<file path="config.mk">
export PLATFORM = sky130hd
export DESIGN_NAME = maxpool2x2_stream_flat
export DESIGN_NICKNAME = d
export VERILOG_FILES = /design/src/rtl/maxpool2x2_stream_if.sv /design/src/rtl/maxpool2x2_stream.sv /design/src/flat_wrapper.sv
export SDC_FILE = /design/constraint.sdc
export NUM_CORES = 1
export LEC_CHECK = 0
export BUFFER_PORTS_ARGS = -buffer_cell sky130_fd_sc_hd__buf_2
export CORE_UTILIZATION = 55
export DETAILED_ROUTE_END_ITERATION = 12
export PLACE_DENSITY_LB_ADDON = 0.3
export SYNTH_ARGS = -nofsm -noshare
export SYNTH_HDL_FRONTEND = slang
export SYNTH_SLANG_ARGS = --single-unit
export TNS_END_PERCENT = 1
</file>
<file path="constraint.sdc">
create_clock -name clk -period 4.65 [get_ports clk]
set_input_delay 1.1625 -clock clk [delete_from_list [all_inputs] [get_ports clk]]
set_output_delay 1.1625 -clock clk [all_outputs]
set_load 0.005 [all_outputs]
</file>
<file path="src/rtl/maxpool2x2_stream_if.sv">
// maxpool2x2_stream_if: raw sample stream into the pooling stage and pooled stream out of it.
interface maxpool2x2_stream_if #(parameter int N = 16);
    logic         input_vld;
    logic [N-1:0] input_din;
    logic [N-1:0] pool_dout;
    logic         pool_dout_vld;
    logic         pool_dout_end;
    modport master (
        output input_vld, input_din,
        input  pool_dout, pool_dout_vld, pool_dout_end
    );
    modport slave (
        input  input_vld, input_din,
        output pool_dout, pool_dout_vld, pool_dout_end
    );
endinterface

</file>
<file path="src/rtl/maxpool2x2_stream.sv">
// maxpool2x2_stream: streaming 2x2 stride-2 signed max pooling over a row-major feature map,
// using a half-row line buffer to hold the top-row horizontal maxima.
module maxpool2x2_stream #(
    parameter int N          = 16,
    parameter int INPUT_SIZE = 28
) (
    input logic                clk,
    input logic                rst_n,
    input logic                clr,
    maxpool2x2_stream_if.slave strm
);
    localparam int CW = $clog2(INPUT_SIZE);
    localparam int HW = INPUT_SIZE / 2;
    localparam int LW = (HW > 1) ? $clog2(HW) : 1;
    localparam logic [CW-1:0] LAST = CW'(INPUT_SIZE - 1);

    logic [CW-1:0]       col, row;
    logic [LW-1:0]       idx;
    logic signed [N-1:0] din, hreg, hmax, vmax, lbuf_q;
    logic signed [N-1:0] lbuf [HW];
    logic                acc, win, fire;

    assign din    = $signed(strm.input_din);
    assign acc    = strm.input_vld & ~clr;
    assign win    = acc & col[0];
    assign fire   = win & row[0];
    assign idx    = LW'(col >> 1);
    assign lbuf_q = lbuf[idx];
    assign hmax   = (din > hreg) ? din : hreg;
    assign vmax   = (lbuf_q > hmax) ? lbuf_q : hmax;

    always_ff @(posedge clk or negedge rst_n) begin
        if (!rst_n) begin
            col  <= '0;
            row  <= '0;
            hreg <= '0;
        end else if (clr) begin
            col  <= '0;
            row  <= '0;
            hreg <= '0;
        end else if (strm.input_vld) begin
            col <= (col == LAST) ? '0 : col + 1'b1;
            if (col == LAST)
                row <= (row == LAST) ? '0 : row + 1'b1;
            if (!col[0])
                hreg <= din;
        end
    end

    // Line buffer needs no reset: every entry is written on an even row before it is read.
    always_ff @(posedge clk) begin
        if (win && !row[0])
            lbuf[idx] <= hmax;
    end

    always_ff @(posedge clk or negedge rst_n) begin
        if (!rst_n) begin
            strm.pool_dout     <= '0;
            strm.pool_dout_vld <= 1'b0;
            strm.pool_dout_end <= 1'b0;
        end else begin
            strm.pool_dout_vld <= fire;
            strm.pool_dout_end <= fire & (row == LAST) & (col == LAST);
            if (fire)
                strm.pool_dout <= vmax;
        end
    end
endmodule

</file>
<file path="src/flat_wrapper.sv">
// flat-port wrapper written by rule: the top's interface ports become plain ports
module maxpool2x2_stream_flat 
#(
    parameter int N          = 16,
    parameter int INPUT_SIZE = 28
)
  (clk, rst_n, clr, strm_input_vld, strm_input_din, strm_pool_dout, strm_pool_dout_vld, strm_pool_dout_end);
  maxpool2x2_stream_if #(.N(N)) strm_i ();
  input logic clk;
  input logic rst_n;
  input logic clr;
  input wire logic [$bits(strm_i.input_vld)-1:0] strm_input_vld;
  input wire logic [$bits(strm_i.input_din)-1:0] strm_input_din;
  output wire logic [$bits(strm_i.pool_dout)-1:0] strm_pool_dout;
  output wire logic [$bits(strm_i.pool_dout_vld)-1:0] strm_pool_dout_vld;
  output wire logic [$bits(strm_i.pool_dout_end)-1:0] strm_pool_dout_end;
  assign strm_i.input_vld = strm_input_vld;
  assign strm_i.input_din = strm_input_din;
  assign strm_pool_dout = strm_i.pool_dout;
  assign strm_pool_dout_vld = strm_i.pool_dout_vld;
  assign strm_pool_dout_end = strm_i.pool_dout_end;
  maxpool2x2_stream #(.N(N), .INPUT_SIZE(INPUT_SIZE)) u_core (.clk(clk), .rst_n(rst_n), .clr(clr), .strm(strm_i));
endmodule
</file>
==> impl_metrics.json, run 1 <==
{
  "path_class": "in2reg",
  "synthFlopType": "edfxtp_1",
  "grt_pass1_vias": 7137,
  "synth-xor-area-share_pct": 0,
  "place_congestion": 0.922,
  "grt_max_degree": 45,
  "muxShareOfSynthArea_pct": 16.0,
  "crit_start": "strm_input_din[13]",
  "diodes": 0,
  "die_width_um": 150,
  "numCtsBuffers": 27,
  "endpoint": "u_core.strm.pool_dout[1]",
  "via_per_inst": 6.07,
  "drtIter0Drc": 531,
  "area_growth_syn_to_layout_pct": 15.3,
  "hold_violations": 0,
  "power_density_nw_per_um2": 398,
  "place_area_um2": 13000,
  "syn-cell-area_um2": 12000,
  "synthTopCellsByArea": "edfxtp_1 56%, dfrtp_1 9.2%, mux4_2 9.0%",
  "multiInputGateArea_um2": 3910,
  "rrSetupSlack_ns": 0.38,
  "layout-drive-gt1-share_pct": 27.1,
  "layout.cells.non_filler": 1168,
  "avgSynthCellArea_um2": 15.5,
  "fin_area_um2": 13900,
  "grt.total_usage_pct": 24.2,
  "synth_edf_count": 224,
  "clock_skew_ns": 0.0258,
  "p_leak_nw": 5.03,
  "yosysWarningCount": 0,
  "dp.cells": 1120,
  "die_area_um2": 22500,
  "r2r_cells": 15,
  "outcome": "completed",
  "initial_utilization_pct": 56.7,
  "synthSimpleGateAreaFrac_pct": 5.55,
  "post_cts_buffers": 0,
  "cts_tree": "done",
  "insertion_delay_ns": 0.55,
  "synth-seq-cells": 268,
  "crit_arrival_ns": 4.97,
  "synth_top_family_by_area": "multiplexers",
  "timing.rr.end": "u_core.strm.pool_dout[1]",
  "cp_max_fo": 16,
  "hold_class": "reg2reg",
  "cts_repair_resize_count": 1,
  "grt_pass1_wl_um": 40400,
  "setup.worst_path.end_class": "flop",
  "cts_buffer_depth": 3,
  "cts_num_sinks": 268,
  "relSlewSlack_pct": 20.0,
  "die_h_um": 150,
  "slew_violations": 0,
  "preCtsSetupSlack_ns": -0.539,
  "yosys-top-cells-count": "224 x edfxtp_1, 84 x nand2_1, 65 x mux2i_1",
  "root_buffer": "clkbuf_16",
  "drtPass1Iterations": 5,
  "hp-start": "u_core.strm.pool_dout[8]",
  "vias": 7089,
  "routedWlPerCell_um": 22.5,
  "drtAntennaViolNets": 0,
  "antenna_found_initial": 0,
  "path_cells": "buf_2, ha_1, nand4_4, or4_4, a21oi_1, or3_4, buf_6, mux2_2, ha_1, nand4_1, or4_1, o2111a_1, or3_1, buf_6, o221ai_1",
  "worst_path_max_delay_cell": "or4_4",
  "async_flop_share_pct": 16.4,
  "grt-ovfl-total": 0,
  "totalWireLength_um": 26200,
  "setup_viol": 0,
  "synthCells": 778,
  "yosysMostFrequentCell": "edfxtp_1",
  "rows": 53,
  "worstMarginPinSlew_ns": 1.20,
  "hpwl_um": 16800,
  "critPathRequiredTime_ns": 5.09,
  "drc": 0,
  "synth_seq_area_share_pct": 65.1,
  "r2r_start": "u_core.hreg[13]",
  "core_um2": 21200,
  "ios": 38,
  "port_buffers": 37,
  "fill_cells": 1468,
  "synthAdderAreaFrac_pct": 3.54,
  "slowest_delay_ns": 0.50,
  "max_cap_violations": 0,
  "ir_worst_vdd_mv": 0.259,
  "min_period_ns": 4.53,
  "fmax_mhz": 221,
  "finalNetCount": 928,
  "yosysTopAreaCellShare_pct": 55.9,
  "critPathLaunchType": "input pin",
  "whs_ns": 0.534,
  "power.total_mw": 5.51,
  "synth-compound-area-share_pct": 6.42,
  "synth_nets": 832,
  "post-route-period-util_pct": 97.4,
  "cts_hold_buf": 0,
  "setup_ws_ns": 0.121,
  "yosys.area.top_type": "edfxtp_1",
  "seqCellArea_um2": 7830,
  "htreeDepth": 1,
  "synth_cell_types": 44,
  "clk_pin_slew_ns": 0.06
}
==> through the flow <==
step | TNS (ns) | util, %
after global placement | -5.93 | 61.3
after detailed placement | -7.44 | 61.3
after global routing | -0.00467 | 65.3
final | 0 | 65.3
after CTS | 0 | 65.1
after floorplan | -3.01 | -
==> critical path, delay by kind of cell <==
kind | cells | cell delay, ns
fa+ha+maj | 2 | 0.65
mux | 1 | 0.37
compound gates | 3 | 0.60
buf+inv | 3 | 0.44
simple gates | 6 | 1.72
==> where the power goes <==
| part | switching [mW] | total [mW] | internal [mW] |
|---|---|---|---|
| combinational | 0.376 | 0.693 | 0.317 |
| clock | 0.879 | 2.00 | 1.12 |
| sequential | 0.0779 | 2.82 | 2.75 |
==> kinds of logic (layout without fill, tap and decap cells) <==
kind of cell,count (synthesis),in the layout
flops,268,268
mux,129,129
compound gates,105,105
simple gates,147,147
fa+ha+maj,34,34
buf+inv,95,210
==> final cells by class <==
cell class	count	area share, %
inverters	51	1.38
clock inverters	17	0.840
well taps	275	2.48
clock buffers	31	4.98
flip-flops and latches	268	56.5
multi-input cells	415	28.2
repair buffers	111	5.58
==> metal layers <==
metal  track usage, %  up-vias  wire (um)
li1                 -     3171          -
met1             33.1     3607      11000
met2             40.3      261      13000
met3             3.75       50       1670
met4             6.92        0        541
met5                0        -          0
==> worst min path at each step <==
stage                                endpoint  depth (start not counted)
floorplan                       u_core.row[1]                          2
global placement                u_core.row[1]                          2
detailed placement   u_core.strm.pool_dout[8]                          2
CTS                  u_core.strm.pool_dout[2]                          2
global route        u_core.strm.pool_dout[13]                          2
finish               u_core.strm.pool_dout[8]                          2
==> cell usage in the layout (no fill, tap or decap), types with 5 or more instances in the layout <==
master	n
mux2_2	10
dfrtp_1	41
nand4_1	5
buf_2	37
buf_4	70
nor2_1	22
mux2i_1	65
edfxtp_1	224
ha_1	29
mux4_2	48
o21a_1	17
o21ai_0	7
ha_4	5
nand2b_1	6
mux2_4	6
inv_1	51
o211ai_1	16
nand2_1	84
clkinv_1	7
o221ai_2	13
clkbuf_16	27
nand3_1	7
a21oi_1	36
==> state kept, by name, indices dropped and copies added (netlist names) <==
register and count:
u_core.lbuf 224, u_core.strm.pool_dout_end 1, u_core.hreg 16, u_core.strm.pool_dout_vld 1, u_core.col 5, u_core.row 5, u_core.strm.pool_dout 16
Note: power is estimated with default switching activity, not from simulation.
==> run 2: changes to the inputs <==
Settings changed: ABC_AREA set to 1.
==> run 2 against run 1 <==
Compared with the run above:
- synthesized area about the same
- via count is 19% higher
- largest power group unchanged
- critical path type unchanged
- setup slack improved by 0.49 ns
- count of clock-buffer cells in the layout grew 5
- combinational power is 20% higher
- clock skew fell by 0.012 ns
- critical endpoint is now u_core.strm.pool_dout[6]
==> impl_metrics.json, run 2 <==
{
  "fmax_mhz": 248,
  "p_leak_nw": 5.65,
  "layout_commonest_cell": "nand2_1",
  "drtPass1Iterations": 5,
  "synthFlopType": "edfxtp_1",
  "critPathLaunchType": "input pin",
  "clock_skew_ns": 0.0134,
  "yosysWarningCount": 0,
  "hold_violations": 0,
  "grt_max_degree": 45,
  "synthSimpleGateAreaFrac_pct": 22.0,
  "synthCells": 1151,
  "port_buffers": 37,
  "outcome": "completed",
  "grt.total_usage_pct": 25.6,
  "power_density_nw_per_um2": 425,
  "yosysMostFrequentCell": "nand2_1",
  "drtIter0Drc": 610,
  "synth-seq-cells": 268,
  "top_register": "u_core.lbuf",
  "top_regs": "u_core.lbuf x224, u_core.hreg x16, u_core.strm.pool_dout x16",
  "hp-start": "u_core.strm.pool_dout[11]",
  "cts_buffer_depth": 3,
  "ir_worst_vdd_mv": 0.381,
  "grt_pass1_wl_um": 43400,
  "cts_tree": "done",
  "relSlewSlack_pct": 21.5,
  "synthAdderAreaFrac_pct": 3.54,
  "path_class": "in2reg",
  "routedWlPerCell_um": 18.0,
  "drc": 0,
  "hpwl_um": 17400,
  "synth_edf_count": 224,
  "syn-cell-area_um2": 12000,
  "grt_pass1_vias": 8140,
  "die_area_um2": 22500,
  "ios": 38,
  "setup_tns_ns": 0,
  "post_cts_buffers": 0,
  "yosys.area.top_type": "edfxtp_1",
  "critPathRequiredTime_ns": 5.07,
  "place_congestion": 0.804,
  "r2r_start": "u_core.col[1]",
  "finalNetCount": 1278,
  "clk_pin_slew_ns": 0.06,
  "slew_violations": 0,
  "numCtsBuffers": 27,
  "crit_start": "strm_input_din[15]",
  "max_cap_violations": 0,
  "antenna_found_initial": 0,
  "yosys-top-cells-count": "407 x nand2_1, 224 x edfxtp_1, 91 x inv_1",
  "avgSynthCellArea_um2": 10.4,
  "min_period_ns": 4.04,
  "core_um2": 21200,
  "insertion_delay_ns": 0.54,
  "root_buffer": "clkbuf_16",
  "rsz0062_at_grt": "no",
  "via_per_inst": 5.56,
  "post-route-period-util_pct": 86.8,
  "hold_class": "reg2reg",
  "yosysTopAreaCellShare_pct": 55.9,
  "synth_nets": 1205,
  "setup_viol": 0,
  "crit_arrival_ns": 4.46,
  "synth_top_family_by_area": "simple AND/OR/NAND/NOR gates",
  "cp_max_fo": 16,
  "rows": 53,
  "worstMarginPinSlew_ns": 1.17,
  "initial_utilization_pct": 56.7,
  "synth-compound-area-share_pct": 4.20,
  "die_width_um": 150,
  "synth-xor-area-share_pct": 0.146,
  "vias": 8456,
  "cts_repair_resize_count": 0,
  "htreeDepth": 1,
  "synth_seq_area_share_pct": 65.1,
  "most-common-layout-cells": "407 x nand2_1, 224 x edfxtp_1, 91 x inv_1, 68 x nor2_1, 65 x nand4_1",
  "grt-ovfl-total": 0,
  "largest_reg_flops": 224,
  "drtAntennaViolNets": 0,
  "diodes": 0,
  "setup.worst_path.end_class": "flop",
  "cts_num_sinks": 268,
  "power.total_mw": 5.76,
  "die_h_um": 150,
  "totalWireLength_um": 27400,
  "cts_hold_buf": 0,
  "layout-drive-gt1-share_pct": 12.4,
  "synth_cell_types": 33,
  "muxShareOfSynthArea_pct": 0.0832,
  "synthTopCellsByArea": "edfxtp_1 56%, nand2_1 13%, dfrtp_1 9.2%",
  "async_flop_share_pct": 16.4,
  "area_growth_syn_to_layout_pct": 12.8
}
## run 2: changes by cell type after synthesis, sizes merged, moves of 17 or more
cell	delta
nand2	+335
nand3	+41
inv	+42
nand4	+59
o21ai	+44
mux2i	-64
nor2	+49
mux4	-48
clkbuf	-17
## run 2: layout make-up
cell class | instances | area [um^2]
clock buffer | 36 | 719
inverter | 94 | 353
timing repair buffer | 87 | 586
fill | 1657 | 7660
sequential | 268 | 7830
multi-input combinational | 746 | 3610
clock inverter | 14 | 124
tap | 275 | 344
## run 2: worst paths after layout
kind,slack [ns],endpoint,cells after the start
setup / recovery,0.61,u_core.strm.pool_dout[6],23
hold / removal,0.49,u_core.strm.pool_dout[11],2
setup reg to reg,0.72,u_core.strm.pool_dout[6],20
hold reg to reg,0.49,u_core.strm.pool_dout[11],2
max in group asynchronous,3.22,u_core.strm.pool_dout[10],1
min in group asynchronous,0.79,u_core.hreg[2],1
## run 2: critical path, cell delays in order
cell and delay, ns:
buf_2 0.12, ha_1 0.34, a21oi_1 0.15, o21ai_0 0.10
a21oi_1 0.20, nand3_2 0.25, nand3_4 0.32, nand2_2 0.08
nand2_1 0.09, inv_1 0.05, ha_1 0.34, nand2_1 0.09
inv_1 0.06, nand3_1 0.08, nor2_1 0.20, nand2_1 0.11
nand3_2 0.18, buf_4 0.21, nand4_1 0.10, nand2_1 0.08
inv_1 0.04, nand2_1 0.05, nand2_1 0.04
## run 2: cell families (layout without fill, tap and decap cells)
family / Yosys count / after routing
buffers and inverters: 137 / 231
XOR/XNOR: 2 / 2
flip-flops: 268 / 268
AO/OA/AOI/OAI: 95 / 95
AND/OR/NAND/NOR: 614 / 614
adder cells (fa/ha/maj): 34 / 34
multiplexers: 1 / 1
## run 2: report_power, final
part | switching (mW) | internal [mW] | total (mW) | leakage [nW]
clock network | 0.872 | 1.20 | 2.07 | 0.410
registers | 0.0719 | 2.79 | 2.86 | 2.61
logic | 0.537 | 0.296 | 0.832 | 2.63
total | 1.48 | 4.28 | 5.76 | 5.65
## run 2: metrics by stage
step / area (um^2) / hold slack (ns) / utilization, % / worst slack [ns] / std cells
finish: 13600 / 0.490 / 63.9 / 0.613 / 1520
global route: 13600 / 0.505 / 63.9 / 0.239 / 1520
global placement: 12700 / 0.463 / 59.9 / 0.253 / 1470
CTS: 13600 / 0.494 / 63.9 / 0.696 / 1520
floorplan: 12000 / 0.464 / - / 0.484 / 1151
detailed placement: 12700 / 0.471 / 59.9 / 0.149 / 1470
## run 2: routing by layer
| layer | track usage, % | wire length, um |
|---|---|---|
| met1 | 35.0 | 11700 |
| met2 | 42.2 | 13300 |
| met3 | 3.29 | 1540 |
| met4 | 8.99 | 824 |
| met5 | 0 | 0 |
==> run 3: changes to the inputs <==
Settings changed: CORE_UTILIZATION 55 to 45, PLACE_DENSITY_LB_ADDON 0.3 to unset.
Clock period 4.65 ns to 4.9 ns, I/O delays scaled along.
==> run 3 against run 2 <==
Compared with the run above:
- sequential share of layout area is 0.41 points lower
- hold slack hardly changed
- utilization is 12 points lower
- non-clock buffer count is 2 lower
- critical path depth stayed put
- die area is 22% higher
- largest power group unchanged
- clock power hardly changed
- first-iteration DRC count is 5.6% higher
- setup slack worse by 0.00062 ns
- flip-flop and latch count stayed put
- power is 3.2% lower
- register-to-register slack better by 0.25 ns
==> impl_metrics.json, run 3 (same netlist as run 2, synthesis figures left out) <==
{
  "seqCellArea_um2": 7830,
  "layout-drive-gt1-share_pct": 12.7,
  "slew_violations": 0,
  "largest_reg_flops": 224,
  "final_core_util_pct": 52.3,
  "layout.cells.non_filler": 1580,
  "die_area_um2": 27400,
  "worstMarginPinSlew_ns": 1.25,
  "die_width_um": 165,
  "cts_tree": "done",
  "fill_cells": 2342,
  "top_register": "u_core.lbuf",
  "hpwl_um": 18000,
  "comb_power_share_pct": 14.1,
  "rrSetupSlack_ns": 0.97,
  "whs_endpoint": "u_core.strm.pool_dout[8]",
  "hold_class": "reg2reg",
  "crit_arrival_ns": 4.71,
  "cts_repair_resize_count": 0,
  "multiInputGateArea_um2": 3610,
  "outcome": "completed",
  "core_um2": 26100,
  "grt_max_degree": 45,
  "hold_violations": 0,
  "antenna_found_initial": 0,
  "power_density_nw_per_um2": 409,
  "p_leak_nw": 5.68,
  "internal_power_mw": 4.15,
  "min_period_ns": 4.29,
  "cp_max_fo": 17,
  "post-route-period-util_pct": 87.5,
  "power.total_mw": 5.58,
  "numCtsBuffers": 29,
  "critPathRequiredTime_ns": 5.32,
  "critPathLaunchType": "input pin",
  "via_per_inst": 5.19,
  "htreeDepth": 1,
  "port_buffers": 37,
  "die_h_um": 165,
  "drtAntennaViolNets": 0,
  "min_path_cells": 2,
  "fmax_mhz": 233,
  "root_buffer": "clkbuf_16",
  "dp.cells": 1528,
  "cts_buffer_depth": 3,
  "drtIter0Drc": 644,
  "routedWlPerCell_um": 17.5,
  "path_class": "in2reg",
  "relSlewSlack_pct": 16.5,
  "grt_pass1_vias": 7894,
  "ios": 38,
  "insertion_delay_ns": 0.53,
  "grt-ovfl-total": 0,
  "clk_pin_slew_ns": 0.06,
  "initial_utilization_pct": 46.0,
  "setup_tns_ns": 0,
  "crit_start": "strm_input_din[15]",
  "r2r_cells": 24,
  "cts_num_sinks": 268,
  "top_regs": "u_core.lbuf x224, u_core.hreg x16, u_core.strm.pool_dout x16",
  "drtPass1Iterations": 5,
  "totalWireLength_um": 27700,
  "max_cap_violations": 0,
  "place_congestion": 0.819,
  "p_seq_share_pct": 48.7,
  "drc": 0,
  "clkPwrFrac_pct": 37.2,
  "timing.rr.end": "u_core.strm.pool_dout[8]",
  "cts_hold_buf": 0,
  "rows": 59,
  "grt_pass1_wl_um": 43400,
  "rsz0062_at_grt": "no",
  "ir_worst_vdd_mv": 0.287,
  "layout_commonest_cell": "nand2_1",
  "setup.worst_path.end_class": "flop",
  "grt.total_usage_pct": 21.0,
  "setup_viol": 0,
  "hp-start": "u_core.strm.pool_dout[8]",
  "post_cts_buffers": 0,
  "diodes": 0,
  "r2r_start": "u_core.hreg[15]",
  "area_growth_syn_to_layout_pct": 13.6,
  "most-common-layout-cells": "407 x nand2_1, 224 x edfxtp_1, 91 x inv_1, 67 x nor2_1, 65 x nand4_1",
  "switching_share_pct": 25.5,
  "vias": 8194,
  "clock_skew_ns": 0.0132,
  "p_switching_mw": 1.42,
  "finalNetCount": 1278
}
[run 3: critical path, stage by stage]
cell	delay (ns)
buf_2	0.11
ha_1	0.34
a21oi_1	0.14
o21ai_0	0.09
a21oi_1	0.21
nand3_2	0.27
nand3_4	0.33
nand2_2	0.09
nand2_1	0.14
inv_1	0.06
ha_1	0.28
nand2_1	0.10
inv_1	0.04
nand2_1	0.05
nand2_1	0.09
nand2_1	0.07
nand2_1	0.05
nand2_1	0.09
nand3_2	0.33
nand3_4	0.35
nand3_1	0.11
nand2_1	0.07
nand2_1	0.05
[run 3: worst max path at each step]
stage / to / slack [ns] / cells after the start
after floorplan: u_core.strm.pool_dout[5] / 0.67 / 23
after global routing: u_core.strm.pool_dout[3] / 0.24 / 24
after CTS: u_core.strm.pool_dout[8] / 0.68 / 24
after global placement: u_core.strm.pool_dout[10] / 0.29 / 24
after detailed placement: u_core.strm.pool_dout[10] / 0.14 / 24
final: u_core.strm.pool_dout[8] / 0.61 / 23
[run 3: stage by stage]
step | instance area (um^2) | setup WS, ns | hold WS, ns
floorplan | 12000 | 0.671 | 0.464
global placement | 12800 | 0.285 | 0.481
detailed placement | 12800 | 0.144 | 0.476
CTS | 13700 | 0.678 | 0.499
global route | 13700 | 0.239 | 0.513
finish | 13700 | 0.612 | 0.490
[run 3: power by group through the flow]
stage / registers, mW / clock network (mW) / logic [mW]
6_report: 2.72 / 2.08 / 0.788
5_1_grt: 2.72 / 2.20 / 0.903
4_1_cts: 2.72 / 2.10 / 0.794
3_5_place_dp: 2.76 / 0 / 0.791
3_3_place_gp: 2.77 / 0 / 0.775
2_1_floorplan: 2.75 / 0 / 0.510
[run 3: cell type report]
class | instances | area share [%]
Inverter | 94 | 2.58
Tap cell | 335 | 3.07
Clock buffer | 33 | 5.42
Multi-Input combinational cell | 746 | 26.4
Sequential cell | 268 | 57.3
Clock inverter | 19 | 1.18
Timing Repair Buffer | 85 | 3.99
[run 3: routing by layer]
| layer | track usage, % | wire [um] | vias to the layer above |
|---|---|---|---|
| met5 | 0 | 0 | - |
| met4 | 5.12 | 622 | 0 |
| met3 | 2.42 | 994 | 39 |
| met2 | 34.1 | 13000 | 157 |
| met1 | 30.1 | 13100 | 3940 |
| li1 | - | - | 4058 |
